--- src/rtl/gan_pkg.sv ---
// Shared GAN-side constants, pattern codes and serializer state encoding.
// Values are Q8.24 fixed point.
package gan_pkg;

  localparam logic [31:0] Q_ONE  = 32'h01000000;
  localparam logic [31:0] Q_ZERO = 32'h00000000;
  localparam logic [31:0] Q_HALF = 32'h00800000;

  localparam logic [8:0] CIRCLE_MASK = 9'h1EF;
  localparam logic [8:0] CROSS_MASK  = 9'h155;

  typedef enum logic [1:0] {
    PAT_UNKNOWN = 2'b00,
    PAT_CIRCLE  = 2'b01,
    PAT_CROSS   = 2'b10
  } pattern_t;

  typedef enum logic [2:0] {
    ST_IDLE    = 3'd0,
    ST_SETTLE  = 3'd1,
    ST_CAPTURE = 3'd2,
    ST_STREAM  = 3'd3,
    ST_DONE    = 3'd4
  } state_t;

  // Exact-match classification; anything but the two reference shapes is unknown.
  function automatic pattern_t classify(input logic [8:0] bin);
    pattern_t pat;
    case (bin)
      CIRCLE_MASK: pat = PAT_CIRCLE;
      CROSS_MASK:  pat = PAT_CROSS;
      default:     pat = PAT_UNKNOWN;
    endcase
    return pat;
  endfunction

endpackage

--- src/rtl/gan_frame_serializer_if.sv ---
// Pixel stream handshake between the frame serializer and its consumer.
interface gan_frame_serializer_if #(
  parameter int WIDTH = 32
) ();
  logic             out_valid;
  logic             out_ready;
  logic [WIDTH-1:0] out_data;
  logic [3:0]       out_idx;
  logic             out_last;

  modport master (output out_valid, out_data, out_idx, out_last, input out_ready);
  modport slave  (input out_valid, out_data, out_idx, out_last, output out_ready);
endinterface

--- src/rtl/gan_pattern_matcher.sv ---
// Combinational binariser and shape classifier for a 3x3 Q8.24 image.
module gan_pattern_matcher
  import gan_pkg::*;
#(
  parameter int WIDTH = 32
) (
  input  logic [8:0][WIDTH-1:0] pixels,
  input  logic [WIDTH-1:0]      thresh,
  output logic [8:0]            bin_image,
  output pattern_t              pattern
);

  // Signed compare: negatives never set a bit, equality to thresh does.
  always_comb begin
    bin_image = 9'd0;
    for (int i = 0; i < 9; i++) begin
      bin_image[i] = ($signed(pixels[i]) >= $signed(thresh));
    end
    pattern = classify(bin_image);
  end

endmodule

--- src/rtl/gan_frame_serializer.sv ---
// Snapshots the GAN generator image after a settle delay, classifies it and
// streams the nine raw pixels out over a valid/ready handshake.
module gan_frame_serializer
  import gan_pkg::*;
#(
  parameter int               WIDTH         = 32,
  parameter int               SETTLE_CYCLES = 2,
  parameter logic [WIDTH-1:0] THRESH        = 32'h00800000
) (
  input  logic                    clk,
  input  logic                    rst,
  input  logic                    start,
  input  logic signed [WIDTH-1:0] pixel_1x1,
  input  logic signed [WIDTH-1:0] pixel_1x2,
  input  logic signed [WIDTH-1:0] pixel_1x3,
  input  logic signed [WIDTH-1:0] pixel_2x1,
  input  logic signed [WIDTH-1:0] pixel_2x2,
  input  logic signed [WIDTH-1:0] pixel_2x3,
  input  logic signed [WIDTH-1:0] pixel_3x1,
  input  logic signed [WIDTH-1:0] pixel_3x2,
  input  logic signed [WIDTH-1:0] pixel_3x3,
  input  logic signed [WIDTH-1:0] disc_in,
  gan_frame_serializer_if.master  out_if,
  output logic [8:0]              bin_image,
  output logic [1:0]              pattern,
  output logic                    disc_real,
  output logic                    busy,
  output logic                    done
);

  localparam int CW = (SETTLE_CYCLES < 2) ? 1 : $clog2(SETTLE_CYCLES + 1);

  state_t               state;
  state_t               state_nxt;
  logic [CW-1:0]        cnt;
  logic [3:0]           idx;
  logic [8:0][WIDTH-1:0] snap;
  logic [8:0][WIDTH-1:0] live;
  logic [8:0]           match_bin;
  pattern_t             match_pat;
  logic                 xfer;

  assign live = {pixel_3x3, pixel_3x2, pixel_3x1,
                 pixel_2x3, pixel_2x2, pixel_2x1,
                 pixel_1x3, pixel_1x2, pixel_1x1};
  assign xfer = (state == ST_STREAM) && out_if.out_ready;

  gan_pattern_matcher #(.WIDTH(WIDTH)) u_matcher (
    .pixels    (live),
    .thresh    (THRESH),
    .bin_image (match_bin),
    .pattern   (match_pat)
  );

  // State register
  always_ff @(posedge clk or posedge rst) begin
    if (rst) state <= ST_IDLE;
    else     state <= state_nxt;
  end

  // Next-state logic
  always_comb begin
    state_nxt = state;
    case (state)
      ST_IDLE: begin
        if (start) state_nxt = (SETTLE_CYCLES == 0) ? ST_CAPTURE : ST_SETTLE;
        else       state_nxt = ST_IDLE;
      end
      ST_SETTLE: begin
        if (cnt == CW'(1)) state_nxt = ST_CAPTURE;
        else               state_nxt = ST_SETTLE;
      end
      ST_CAPTURE: state_nxt = ST_STREAM;
      ST_STREAM: begin
        if (xfer && (idx == 4'd8)) state_nxt = ST_DONE;
        else                       state_nxt = ST_STREAM;
      end
      ST_DONE: state_nxt = ST_IDLE;
      default: state_nxt = ST_IDLE;
    endcase
  end

  // Settle counter, beat index and the frame snapshot taken on the CAPTURE edge
  always_ff @(posedge clk or posedge rst) begin
    if (rst) begin
      cnt       <= {CW{1'b0}};
      idx       <= 4'd0;
      snap      <= '0;
      bin_image <= 9'd0;
      pattern   <= 2'b00;
      disc_real <= 1'b0;
    end else begin
      if ((state == ST_IDLE) && start) cnt <= CW'(SETTLE_CYCLES);
      else if (state == ST_SETTLE)     cnt <= cnt - CW'(1);

      if (state == ST_CAPTURE)               idx <= 4'd0;
      else if (xfer && (idx == 4'd8))        idx <= 4'd0;
      else if (xfer)                         idx <= idx + 4'd1;

      if (state == ST_CAPTURE) begin
        snap      <= live;
        bin_image <= match_bin;
        pattern   <= match_pat;
        disc_real <= ($signed(disc_in) >= $signed(THRESH));
      end
    end
  end

  // Outputs decoded from registered state only
  always_comb begin
    out_if.out_valid = 1'b0;
    out_if.out_data  = {WIDTH{1'b0}};
    out_if.out_idx   = 4'd0;
    out_if.out_last  = 1'b0;
    busy             = (state != ST_IDLE);
    done             = (state == ST_DONE);
    if (state == ST_STREAM) begin
      out_if.out_valid = 1'b1;
      out_if.out_data  = snap[idx];
      out_if.out_idx   = idx;
      out_if.out_last  = (idx == 4'd8);
    end else begin
      out_if.out_valid = 1'b0;
    end
  end

endmodule

--- src/flat_wrapper.sv ---
// flat-port wrapper written by rule: the top's interface ports become plain ports
module gan_frame_serializer_flat import gan_pkg::*;
#(
  parameter int               WIDTH         = 32,
  parameter int               SETTLE_CYCLES = 2,
  parameter logic [WIDTH-1:0] THRESH        = 32'h00800000
)
  (clk, rst, start, pixel_1x1, pixel_1x2, pixel_1x3, pixel_2x1, pixel_2x2, pixel_2x3, pixel_3x1, pixel_3x2, pixel_3x3, disc_in, bin_image, pattern, disc_real, busy, done, out_if_out_valid, out_if_out_data, out_if_out_idx, out_if_out_last, out_if_out_ready);
  gan_frame_serializer_if #(.WIDTH(WIDTH)) out_if_i ();
  input  logic clk;
  input  logic rst;
  input  logic start;
  input  logic signed [WIDTH-1:0] pixel_1x1;
  input  logic signed [WIDTH-1:0] pixel_1x2;
  input  logic signed [WIDTH-1:0] pixel_1x3;
  input  logic signed [WIDTH-1:0] pixel_2x1;
  input  logic signed [WIDTH-1:0] pixel_2x2;
  input  logic signed [WIDTH-1:0] pixel_2x3;
  input  logic signed [WIDTH-1:0] pixel_3x1;
  input  logic signed [WIDTH-1:0] pixel_3x2;
  input  logic signed [WIDTH-1:0] pixel_3x3;
  input  logic signed [WIDTH-1:0] disc_in;
  output logic [8:0] bin_image;
  output logic [1:0] pattern;
  output logic disc_real;
  output logic busy;
  output logic done;
  output wire logic [$bits(out_if_i.out_valid)-1:0] out_if_out_valid;
  output wire logic [$bits(out_if_i.out_data)-1:0] out_if_out_data;
  output wire logic [$bits(out_if_i.out_idx)-1:0] out_if_out_idx;
  output wire logic [$bits(out_if_i.out_last)-1:0] out_if_out_last;
  input wire logic [$bits(out_if_i.out_ready)-1:0] out_if_out_ready;
  assign out_if_out_valid = out_if_i.out_valid;
  assign out_if_out_data = out_if_i.out_data;
  assign out_if_out_idx = out_if_i.out_idx;
  assign out_if_out_last = out_if_i.out_last;
  assign out_if_i.out_ready = out_if_out_ready;
  gan_frame_serializer #(.WIDTH(WIDTH), .SETTLE_CYCLES(SETTLE_CYCLES), .THRESH(THRESH)) u_core (.clk(clk), .rst(rst), .start(start), .pixel_1x1(pixel_1x1), .pixel_1x2(pixel_1x2), .pixel_1x3(pixel_1x3), .pixel_2x1(pixel_2x1), .pixel_2x2(pixel_2x2), .pixel_2x3(pixel_2x3), .pixel_3x1(pixel_3x1), .pixel_3x2(pixel_3x2), .pixel_3x3(pixel_3x3), .disc_in(disc_in), .out_if(out_if_i), .bin_image(bin_image), .pattern(pattern), .disc_real(disc_real), .busy(busy), .done(done));
endmodule
--- config.mk ---
export PLATFORM = sky130hd
export DESIGN_NAME = gan_frame_serializer_flat
export DESIGN_NICKNAME = d
export VERILOG_FILES = /design/src/rtl/gan_pkg.sv /design/src/rtl/gan_frame_serializer_if.sv /design/src/rtl/gan_pattern_matcher.sv /design/src/rtl/gan_frame_serializer.sv /design/src/flat_wrapper.sv
export SDC_FILE = /design/constraint.sdc
export NUM_CORES = 1
export LEC_CHECK = 0
export CORE_MARGIN = 3
export CORE_UTILIZATION = 25
export DETAILED_ROUTE_END_ITERATION = 6
export GPL_TIMING_DRIVEN = 0
export MAX_ROUTING_LAYER = met4
export PLACE_DENSITY_LB_ADDON = 0.1
export SLEW_MARGIN = 0
export SYNTH_ARGS = -nofsm -noshare
export SYNTH_HDL_FRONTEND = slang
export SYNTH_SLANG_ARGS = --single-unit
--- constraint.sdc ---
create_clock -name clk -period 11.8 [get_ports clk]
set_clock_uncertainty 0.15 [all_clocks]
set_input_delay 1.77 -clock clk [delete_from_list [all_inputs] [get_ports clk]]
set_output_delay 1.77 -clock clk [all_outputs]
set_load 0.01 [all_outputs]
======== After elaboration in Yosys (flattened, before gate mapping) ========
Cells that the tools add are included.
cells by class
  add/sub/neg operators ................... 2
  reduce and logical (&&, ||, !) cells .... 7
  equality and inequality tests ........... 8
  multiplexer cells ....................... 16
  $lt $le $gt $ge ......................... 11
operators by type and width
  kind                    count
  $ge A32 B25 Y1 const B  10
  $bmux W32 S4            1
  $mux W32                2
  $eq A9 B9 Y1 const B    2
  $mux W4                 4
  $pmux W3 S4             1
  $eq A3 B2 Y1 const B    2
  $mux W2                 3
  $reduce_bool A3 Y1      2
  $lt A4 B5 Y1 const B    1
  $add A4 B1 Y4 const B   1
  $eq A4 B4 Y1 const B    1
  $pmux W2 S2             1
  $eq A3 B1 Y1 const B    1
  $eq A3 B3 Y1 const B    1
  $logic_and A1 B1 Y1     3
  $logic_not A3 Y1        1
  $mux W1                 3
  $mux W3                 1
  $eq A2 B1 Y1 const B    1
  $reduce_bool A2 Y1      1
  $sub A2 B1 Y2 const B   1
storage, ports and cells
  flip-flop bits (word level) ............. 309
  output and inout bits ................... 52
  input port bits ......................... 324
  word-level logic and storage cells ...... 59

======== Depth between registers and ports, before layout ========
Gate-level depths: netlist of the first run.
  depth after elaboration ................. 5
  mapped depth ............................ 9

======== Cells and area by module ========
Synthesis of the first run repeated with hierarchy kept, for this count alone.
unflattened totals
  cells, all modules ...................... 1735
  area total of the unflattened synthesis .. 21579.4 sq um
modules (own cells, without submodules)
  module                sequential area each (sq um)  instances  area an instance (sq um)  cells each
  gan_frame_serializer  7732.4                        1          15203.3                   960
  gan_pattern_matcher   0.0                           1          6376.1                    775

======== Worst setup path before layout of the first run ========
OpenSTA, ideal clock, no wires.
  kind .................................... reg-to-output
  start point ............................. reg u_core.idx[0]
  end point ............................... out out_if_out_data[11]
  path slack .............................. 8203 ps
  cell stages (with the launch flop) ...... 7
  arrival time ............................ 1677 ps
  path through ............................ dfrtp_1 clkbuf_1 buf_2 mux4_2 mux2i_1 a2bb2oi_1 nor2_1
on the way
  longest elaborated chain between the ends .. 3
ends and longest elaborated chain
  element                         RTL line                     source
  from (decl)                     gan_frame_serializer.sv:36   logic [3:0] idx;
  from (signal assigned)          gan_frame_serializer.sv:98   else if (xfer) idx <= idx + 4'd1;
  $bmux W32 S4                    gan_frame_serializer.sv:119  out_if.out_data = snap[idx];
  $mux W32 (implied by the code)  gan_frame_serializer.sv:119
  $mux W32                        gan_frame_serializer.sv:117  if (state == ST_STREAM) begin
  to (decl)                       flat_wrapper.sv:29           output wire logic [$bits(out_if_i.out_data)-1:0] out_if_out_data;
Every way passes these cells. The select of a mux whose other input is x is not followed.

======== Worst setup path in the final report of the first run ========
  start point ............................. reg u_core.idx[0]
  end point ............................... out out_if_out_data[15]
The elaborated chain is that of the path after synthesis.

==> summary.md, run 1 <==
| Metric | Value |
|---|---|
| GRT overflow | 0 |
| CP required | 9880 ps |
| Final hold vios | 0 |
| Sw frac | 40.2% |
| Reg2reg path depth | 6 |
| Fin area | 0.0201 mm² |
| RSZ-0062 raised after global routing | no |
| Ys flop type | dfrtp_1 |
| Syn nets | 1866 |
| All-Layer GR Usage | 20.6% |
| Area share of xor/xnor cells in the synthesized design | 0% |
| CTS tree | done |
| Synth area leader | dfrtp_1 |
| Commonest non-fill, non-tap cells in the layout | 885 x nand2_1, 352 x clkdlybuf4s50_1, 309 x dfrtp_1 |
| Worst endpoint data arrival time | 3910 ps |
| Row count | 86 |
| Area Overhead vs Synth | 41.1% |
| Cells after synthesis | 1539 |
| Main combinational cell family by area after synthesis | simple AND/OR/NAND/NOR gates |
| Post-synthesis sequential area ratio | 54.3% |
| Initial antenna violation count | 2 |
| Startpoint types | flop |
| Non-filler cells, final | 2710 |
| Share of cells above drive strength 1 | 9.18% |
| Drt drc | 0 |
| Synth area leaders | dfrtp_1 54%, nand2_1 23%, mux4_2 10% |
| Number of synthesized flops with an enable pin | 0 |
| CP max stage cell | nor4b_2 |
| WL/cell | 22.2 µm |
| Clock power frac | 20.9% |
| Post-DP HPWL | 45300 µm |
| Most common cell after layout, fill and taps aside | nand2_1 |
| Proportion of power drawn by combinational gates | 48.0% |
| Post-CTS sizing | 0 |
| Post-route setup slack | 5970 ps |
| Max stage delay on crit path | 630 ps |
| Clock transition at the registers of the reported paths | 60 ps |
| Post-synthesis cell area | 0.0142 mm² |
| First-pass DRT Iterations | 5 |
| CTS sink cnt | 309 |
| Simple-gate share of the synthesized area | 26.2% |
| Slew Viols, Final | 0 |
| Pin count of the biggest net entering global routing | 113 |
| Num CTS Buffers | 39 |
| Worst Setup SP | u_core.idx[0] |
| Crit path to | out_if_out_data[15] |
| Clock latency on the worst-skew pair | 540 ps |
| Library cells used by synthesis | 39 |
| Reg2Reg Setup Slack | 8870 ps |
| Internal power | 3570 µW |
| WS Path Type | flop to output pin |
| Setup bufs post-CTS | 0 |
| YS warnings | 0 |
| Max-cap violations | 0 |
| Nets | 2261 |
| Clock root buffer | clkbuf_16 |
| Full die area | 0.0599 mm² |
| Vias in the first global route | 13.2k |
| CP Capture Type | output pin |
| Reg2reg end | u_core.snap[103] |
| WP buf/inv | 4 |
| Highest clock rate | 172 MHz |
| Placeable Area | 0.0557 mm² |
| Min cycle time layout | 5830 ps |
| WL final | 60000 µm |
| Pleak | 0.00960 µW |
| Ys async rst share | 100% |
| Clock buffer depth | 3 |
| Critical path's most frequent cell | clkbuf_1 |
| Sw Pwr | 2400 µW |
| Place WS | 6420 ps |
| R2R Path Start | u_core.state[1] |
| Hold_buf cts | 0 |
| Placed cell count | 2641 |
| Worst Tran Pin Value | 1100 ps |
| Total stage count of the critical path | 7 |
| Via density per instance | 4.50 |
| Final ANT Viol Nets | 0 |
| Pwr/cell area | 297 mW/mm² |
| Setup Viol. Count Final | 0 |
| Maximum vdd drop | 0.102 mV |
| Synth Area in Adders | 0.263% |
| Die Width | 245 µm |
| First-pass GRT wire length | 87800 µm |
| Synth Area in Compound Gates | 3.56% |
| DRT iter0 DRCs | 908 |
| Setup tns final | 0 ps |
| IO Port Bufs | 352 |
| Worst hold path type | flop to flop |
| Mean post-synth cell area | 9.26 µm² |
| Io pins | 376 |
| Period utilisation layout | 49.4% |
| Top cell family by delay on the critical path | buffers and inverters |
| H-tree depth | 2 |
| GPL Wtd Cong | 0.830 |
| Top cell type's share of synthesized area | 54.3% |
| Final-layout fill cell count | 5794 |
| Placement Cell Area | 0.0188 mm² |
| Relative slew slack | 26.8% |
| Die Ht | 245 µm |
| Initial core utilization | 25.6% |
| Part of the power in registers | 31.1% |
| Worst hold start | u_core.snap[81] |
| Outcome | complete, no violations |
| Final hold slack | 320 ps |
| Critical Path, Cell by Cell | clkbuf_1 -> buf_2 -> nor4b_2 -> clkbuf_1 -> a2bb2oi_1 -> nor2_1 -> clkdlybuf4s50_1 |
| Seq cells post-synth | 309 |
| Mux cell area share after synthesis | 12.4% |
| Via Count | 12.2k |
| CP Max Fanout | 10 |
[Yosys cell counts, drive strengths merged, types with 2 or more instances]
cell and n:
nor4 20, or3 2, buf 51, nor2 37, o41ai 2, mux4 64
o31ai 3, clkbuf 48, inv 6, dfrtp 309, o21ai 8, nand4b 2
ha 3, and2 2, nor3b 3, nand3b 2, a211oi 2, mux2i 33
a21o 6, nand2 885, a2bb2oi 32, a21oi 6
[worst register-to-register path, stage by stage, from the launching register on]
cell and delay (ps):
dfrtp_1 330, buf_2 190, nor3b_1 900, clkbuf_1 630
buf_2 450, nand2_1 150, nand2_1 70
[layer usage]
layer  GRT usage [%]  vias up  wire length [µm]
met5               -        -                 0
met4            4.72        0              1120
met3            3.31       65              3050
met2            33.8      323             29200
met1            27.0     6036             26700
li1                -     5780                 -
[worst min path at each step]
stage | to | slack (ps) | cells after the start
2_1_floorplan | u_core.snap[192] | 290 | 2
3_3_place_gp | u_core.snap[218] | 300 | 2
3_5_place_dp | u_core.snap[37] | 310 | 2
4_1_cts | u_core.snap[206] | 320 | 2
5_1_grt | u_core.snap[44] | 340 | 2
6_report | u_core.snap[81] | 320 | 2
[cells by family (layout without fill, tap and decap cells)]
family                     count (synthesis)  after routing
AOI/OAI and AO/OA                         63             63
adders and majority gates                  3              3
buffers and inverters                    105            526
DFF                                      309            309
muxes                                     97             97
other                                      0              2
and+or+nand+nor                          962            962
[per-stage QoR]
step | power, µW | utilization [%]
4_1_cts | 6090 | 36.1
5_1_grt | 6420 | 36.1
6_report | 5970 | 36.1
2_1_floorplan | 3490 | -
3_5_place_dp | 4800 | 33.7
3_3_place_gp | 4770 | 33.6
[final cells by class]
| type | instances | area (µm²) | share of cell area (%) |
|---|---|---|---|
| sequential | 309 | 7730 | 38.5 |
| multi-input combinational | 1125 | 6050 | 30.1 |
| timing repair buffer | 354 | 3580 | 17.8 |
| clock buffer | 59 | 1190 | 5.93 |
| tap | 748 | 936 | 4.65 |
| buffer | 99 | 445 | 2.22 |
| clock inverter | 8 | 138 | 0.685 |
| inverter | 6 | 30.0 | 0.149 |
| antenna | 2 | 5.00 | 0.0249 |
[registers in the layout (all words and copies together) (netlist names)]
register,flops
u_core.bin_image,9
u_core.cnt,2
u_core.disc_real,1
u_core.idx,4
u_core.pattern,2
u_core.snap,288
u_core.state,3
[power by group through the flow]
stage,sequential (µW),clock [µW],combinational (µW)
CTS,1850,1280,2950
detailed placement,1870,0,2930
global route,1920,1320,3180
finish,1860,1250,2870
floorplan,1790,0,1700
global placement,1860,0,2910
(Power assumes the default switching activity.)
==> run 2, diff against run 1 <==
Clock period 11.8 ns to 5.11 ns, I/O delays scaled along.
==> run 2 against run 1 <==
First-iteration DRC count shrank 15%. Die area is the same. Via count grew 1.5%. Setup slack lost 5800 ps. Largest power group unchanged. Routed wire length is essentially flat. Combinational power grew 130%. Worst hold slack is essentially flat. Sequential share of layout area shrank 0.093 points. Critical path depth is the same. Utilization grew 0.088 points.
==> summary.md, run 2 (same netlist as run 1, synthesis figures left out) <==
| Metric | Value |
|---|---|
| Outcome | complete, no violations |
| CP Capture Type | output pin |
| Share of cells above drive strength 1 | 9.50% |
| Largest register by flop count | u_core.snap |
| GPL Wtd Cong | 0.838 |
| Relative slew slack | 35.7% |
| Period utilisation layout | 96.5% |
| WL final | 60100 µm |
| Post-DP HPWL | 46000 µm |
| Pwr/cell area | 679 mW/mm² |
| Largest registers | u_core.snap: 288 flops, u_core.bin_image: 9 flops, u_core.idx: 4 flops |
| Critical path's most frequent cell | clkbuf_1 |
| R2R Path Start | u_core.idx[0] |
| Place WS | 750 ps |
| Commonest non-fill, non-tap cells in the layout | 885 x nand2_1, 352 x clkdlybuf4s50_1, 309 x dfrtp_1 |
| Max-cap violations | 0 |
| Final-layout fill cell count | 5860 |
| Reg2Reg Setup Slack | 2260 ps |
| Slew Viols, Final | 0 |
| Non-filler cells, final | 2718 |
| All-Layer GR Usage | 20.8% |
| First-pass DRT Iterations | 5 |
| Setup Viol. Count Final | 0 |
| Post-route setup slack | 177 ps |
| WL/cell | 22.1 µm |
| Clock buffer depth | 3 |
| Setup bufs post-CTS | 0 |
| Num CTS Buffers | 40 |
| Reg2reg path depth | 9 |
| Number of flip-flops in the largest register | 288 |
| Worst hold start | u_core.snap[210] |
| CP Max Fanout | 10 |
| RSZ-0062 raised after global routing | no |
| Via density per instance | 4.56 |
| CTS tree | done |
| Maximum vdd drop | 0.279 mV |
| Die Ht | 245 µm |
| H-tree depth | 2 |
| Max stage delay on crit path | 670 ps |
| Placed cell count | 2647 |
| Placeable Area | 0.0557 mm² |
| Startpoint types | flop |
| Post-CTS sizing | 0 |
| DRT iter0 DRCs | 773 |
| Worst hold path type | flop to flop |
| Nets | 2268 |
| Clock root buffer | clkbuf_16 |
| Most common cell after layout, fill and taps aside | nand2_1 |
| Initial core utilization | 25.6% |
| Drt drc | 0 |
| Area Overhead vs Synth | 41.4% |
| Vias in the first global route | 13.2k |
| GRT overflow | 0 |
| IO Port Bufs | 352 |
| Full die area | 0.0599 mm² |
| Top cell family by delay on the critical path | buffers and inverters |
| WP buf/inv | 4 |
| Hold_buf cts | 0 |
| Reg2reg end | u_core.idx[2] |
| Worst endpoint data arrival time | 4020 ps |
| WHS Path Cells | 2 |
| Highest clock rate | 203 MHz |
| Pin count of the biggest net entering global routing | 41 |
| CP max stage cell | clkbuf_1 |
| Final ANT Viol Nets | 0 |
| Min cycle time layout | 4930 ps |
| Initial antenna violation count | 2 |
| Row count | 86 |
| Via Count | 12.4k |
| CTS sink cnt | 309 |
| Die Width | 245 µm |
| CP required | 4190 ps |
| Critical Path, Cell by Cell | clkbuf_1 -> buf_2 -> nor4b_2 -> clkbuf_1 -> a2bb2oi_1 -> nor2_1 -> clkdlybuf4s50_1 |
| Pleak | 0.00962 µW |
| First-pass GRT wire length | 88500 µm |
| WS Path Type | flop to output pin |
| Clock latency on the worst-skew pair | 550 ps |
| Clock transition at the registers of the reported paths | 60 ps |
| Io pins | 376 |
| Worst Hold End | u_core.snap[210] |
| Final hold vios | 0 |
| Worst Tran Pin Value | 965 ps |
[run 2: power breakdown]
part	switching (µW)	internal (µW)	leakage (µW)
combinational	3790	2840	0.00517
sequential	632	3660	0.00381
clock	1120	1650	0.000637
total	5540	8150	0.00962
[run 2: tightest hold or removal path: stages (launching register included)]
cell     delay [ps]
dfrtp_1         340
nand2_1          50
nand2_1          50
[run 2: per-stage QoR]
| stage | instance area [µm²] | hold slack (ps) | TNS (ps) | utilization (%) | total power [µW] |
|---|---|---|---|---|---|
| floorplan | 14300 | 290 | 0 | - | 8060 |
| global placement | 18700 | 302 | -794200 | 33.6 | 11000 |
| detailed placement | 18900 | 308 | 0 | 33.9 | 11100 |
| CTS | 20200 | 322 | 0 | 36.2 | 14000 |
| global route | 20200 | 335 | 0 | 36.2 | 14700 |
| finish | 20200 | 320 | 0 | 36.2 | 13700 |
[run 2: cell type report]
type                            instances  area, µm²  share of cell area, %
Sequential cell                       309       7730                   38.4
Clock buffer                           62       1230                   6.13
Clock inverter                          7       42.5                  0.211
Antenna cell                            2       5.00                 0.0248
Multi-Input combinational cell       1125       6050                   30.0
Inverter                                6       26.3                  0.130
Timing Repair Buffer                  360       3680                   18.3
Buffer                                 99        445                   2.21
Tap cell                              748        936                   4.64
[run 2: routing by layer]
metal / up-vias / global-route usage, % / wire, µm
li1: 5804 / - / -
met1: 6161 / 27.6 / 27200
met4: 0 / 6.70 / 1790
met5: - / - / 0
met3: 85 / 2.87 / 2670
met2: 337 / 33.0 / 28400
[run 2: worst max path at each step]
stage                              from             endpoint  slack, ps  depth (start not counted)
after floorplan                     rst  u_core.bin_image[0]         80                          1
after global placement              rst     u_core.snap[245]      -2630                          2
after detailed placement  u_core.idx[0]  out_if_out_data[15]        750                          7
after CTS                 u_core.idx[0]  out_if_out_data[15]        130                          7
after global routing      u_core.idx[0]  out_if_out_data[15]         30                          7
final                     u_core.idx[0]  out_if_out_data[15]        180                          7
==> run 3, diff against run 2 <==
Settings changed: CORE_UTILIZATION 25 to 44.
==> run 3 against run 2 <==
Routed wire length is 17% lower. Combinational power down 3.5%. Largest power group unchanged. Global-route usage is 9.1 points higher. Count of clock-buffer cells in the layout is 11 lower. Sequential power barely moved. Sequential share of layout area up 1.2 points. Cell count fell by 13%. Utilization increased by 26 points. Flip-flop and latch count unchanged. Clock power decreased by 10%. Register-to-register slack better by 90 ps.
==> summary.md, run 3 (same netlist as run 1, synthesis figures left out) <==
| Metric | Value |
|---|---|
| Outcome | complete, no violations |
| Placeable Area | 0.0317 mm² |
| Clock root buffer | clkbuf_16 |
| GRT overflow | 0 |
| Die Ht | 186 µm |
| WS Path Type | flop to output pin |
| Full die area | 0.0346 mm² |
| First-pass GRT wire length | 75100 µm |
| Die Width | 186 µm |
| CP Max Fanout | 10 |
| CTS tree | done |
| All-Layer GR Usage | 29.8% |
| Number of flip-flops in the largest register | 288 |
| Nets | 2263 |
| Post-CTS sizing | 0 |
| Reg2Reg Setup Slack | 2350 ps |
| Slew Viols, Final | 0 |
| Post-DP HPWL | 37700 µm |
| Clock buffer depth | 3 |
| Setup bufs post-CTS | 0 |
| Max-cap violations | 0 |
| Largest registers | u_core.snap: 288 flops, u_core.bin_image: 9 flops, u_core.idx: 4 flops |
| Relative slew slack | 39.8% |
| Pleak | 0.00954 µW |
| H-tree depth | 2 |
| Final ANT Viol Nets | 0 |
| Area of the multi-input gates | 0.00605 mm² |
| Period utilisation layout | 89.4% |
| Clock transition at the registers of the reported paths | 60 ps |
| Reg2reg path depth | 9 |
| Num CTS Buffers | 35 |
| Post-layout power | 13200 µW |
| CP Capture Type | output pin |
| Sequential Area | 0.00773 mm² |
| Place WS | 1080 ps |
| Utilization after layout | 61.7% |
| DRT iter0 DRCs | 970 |
| WL final | 49600 µm |
| Reg2reg end | u_core.idx[2] |
| Io pins | 376 |
| Startpoint types | flop |
| Worst Tran Pin Value | 901 ps |
| Worst endpoint data arrival time | 3650 ps |
| Vias in the first global route | 12.8k |
| Setup Viol. Count Final | 0 |
| First-pass DRT Iterations | 7 |
| CP required | 4190 ps |
| Worst hold start | u_core.snap[120] |
| Worst Hold End | u_core.snap[120] |
| Hold_buf cts | 0 |
| IO Port Bufs | 352 |
| Clock latency on the worst-skew pair | 510 ps |
| Min cycle time layout | 4570 ps |
| WL/cell | 21.0 µm |
| Pin count of the biggest net entering global routing | 43 |
| WHS Path Cells | 2 |
| Via Count | 12.6k |
| Share of cells above drive strength 1 | 9.05% |
| Worst hold path type | flop to flop |
| Highest clock rate | 219 MHz |
| Area Overhead vs Synth | 37.3% |
| Row count | 65 |
| Commonest non-fill, non-tap cells in the layout | 885 x nand2_1, 352 x clkdlybuf4s50_1, 309 x dfrtp_1 |
| Post-route setup slack | 543 ps |
| CTS sink cnt | 309 |
| GPL Wtd Cong | 0.994 |
| Via density per instance | 5.32 |
| Most common cell after layout, fill and taps aside | nand2_1 |
| RSZ-0062 raised after global routing | no |
| Largest register by flop count | u_core.snap |
| Initial antenna violation count | 2 |
| Final hold vios | 0 |
| Maximum vdd drop | 0.288 mV |
| Initial core utilization | 44.9% |
| Drt drc | 0 |
| Final-layout fill cell count | 2769 |
| Final hold slack | 317 ps |
| Pwr/cell area | 673 mW/mm² |
| R2R Path Start | u_core.idx[0] |
## run 3: cell count changes in the layout (fill, tap and decap cells not counted), sizes merged
cell      delta
bufinv       +1
clkbuf      -11
clkinv       -1
clkinvlp     +1
inv          -2
## run 3: worst max path at each step
stage	from	endpoint	slack, ps
floorplan	rst	u_core.bin_image[0]	80
global placement	rst	u_core.snap[244]	-2220
detailed placement	u_core.idx[0]	out_if_out_data[12]	1080
CTS	u_core.idx[0]	out_if_out_data[12]	530
global route	u_core.idx[0]	out_if_out_data[12]	410
finish	u_core.idx[0]	out_if_out_data[12]	540
## run 3: worst max-delay path: stages (launching register included)
cell,delay (ps)
dfrtp_1,390
clkbuf_1,250
buf_2,330
nor4b_2,610
clkbuf_1,560
a2bb2oi_1,160
nor2_1,240
clkdlybuf4s50_1,600
## run 3: layout make-up
cell class              instances  share of cell area (%)
plain buffers                  99                    2.28
repair buffers                360                    18.8
multi-input cells            1125                    30.9
diodes                          2                  0.0256
clock buffers                  51                    5.41
flip-flops and latches        309                    39.5
clock inverters                 6                   0.294
inverters                       6                   0.134
well taps                     402                    2.57
## run 3: routing by layer
metal	part of all wire [%]	vias to the layer above	GRT usage, %
met1	42	6166	40.6
met2	48	535	47.7
met5	0	-	-
met3	7.3	85	3.93
li1	-	5766	-
met4	2.8	0	8.25
## run 3: through the flow
step                cells  area (µm²)  TNS [ps]
floorplan            1539       14300         0
global placement     2293       18300   -673720
detailed placement   2301       18400         0
CTS                  2358       19600         0
global route         2360       19600         0
finish               2360       19600         0
## run 3: report_power, final
| part | internal (µW) | switching (µW) |
|---|---|---|
| combinational | 2830 | 3560 |
| sequential | 3660 | 633 |
| clock | 1480 | 999 |
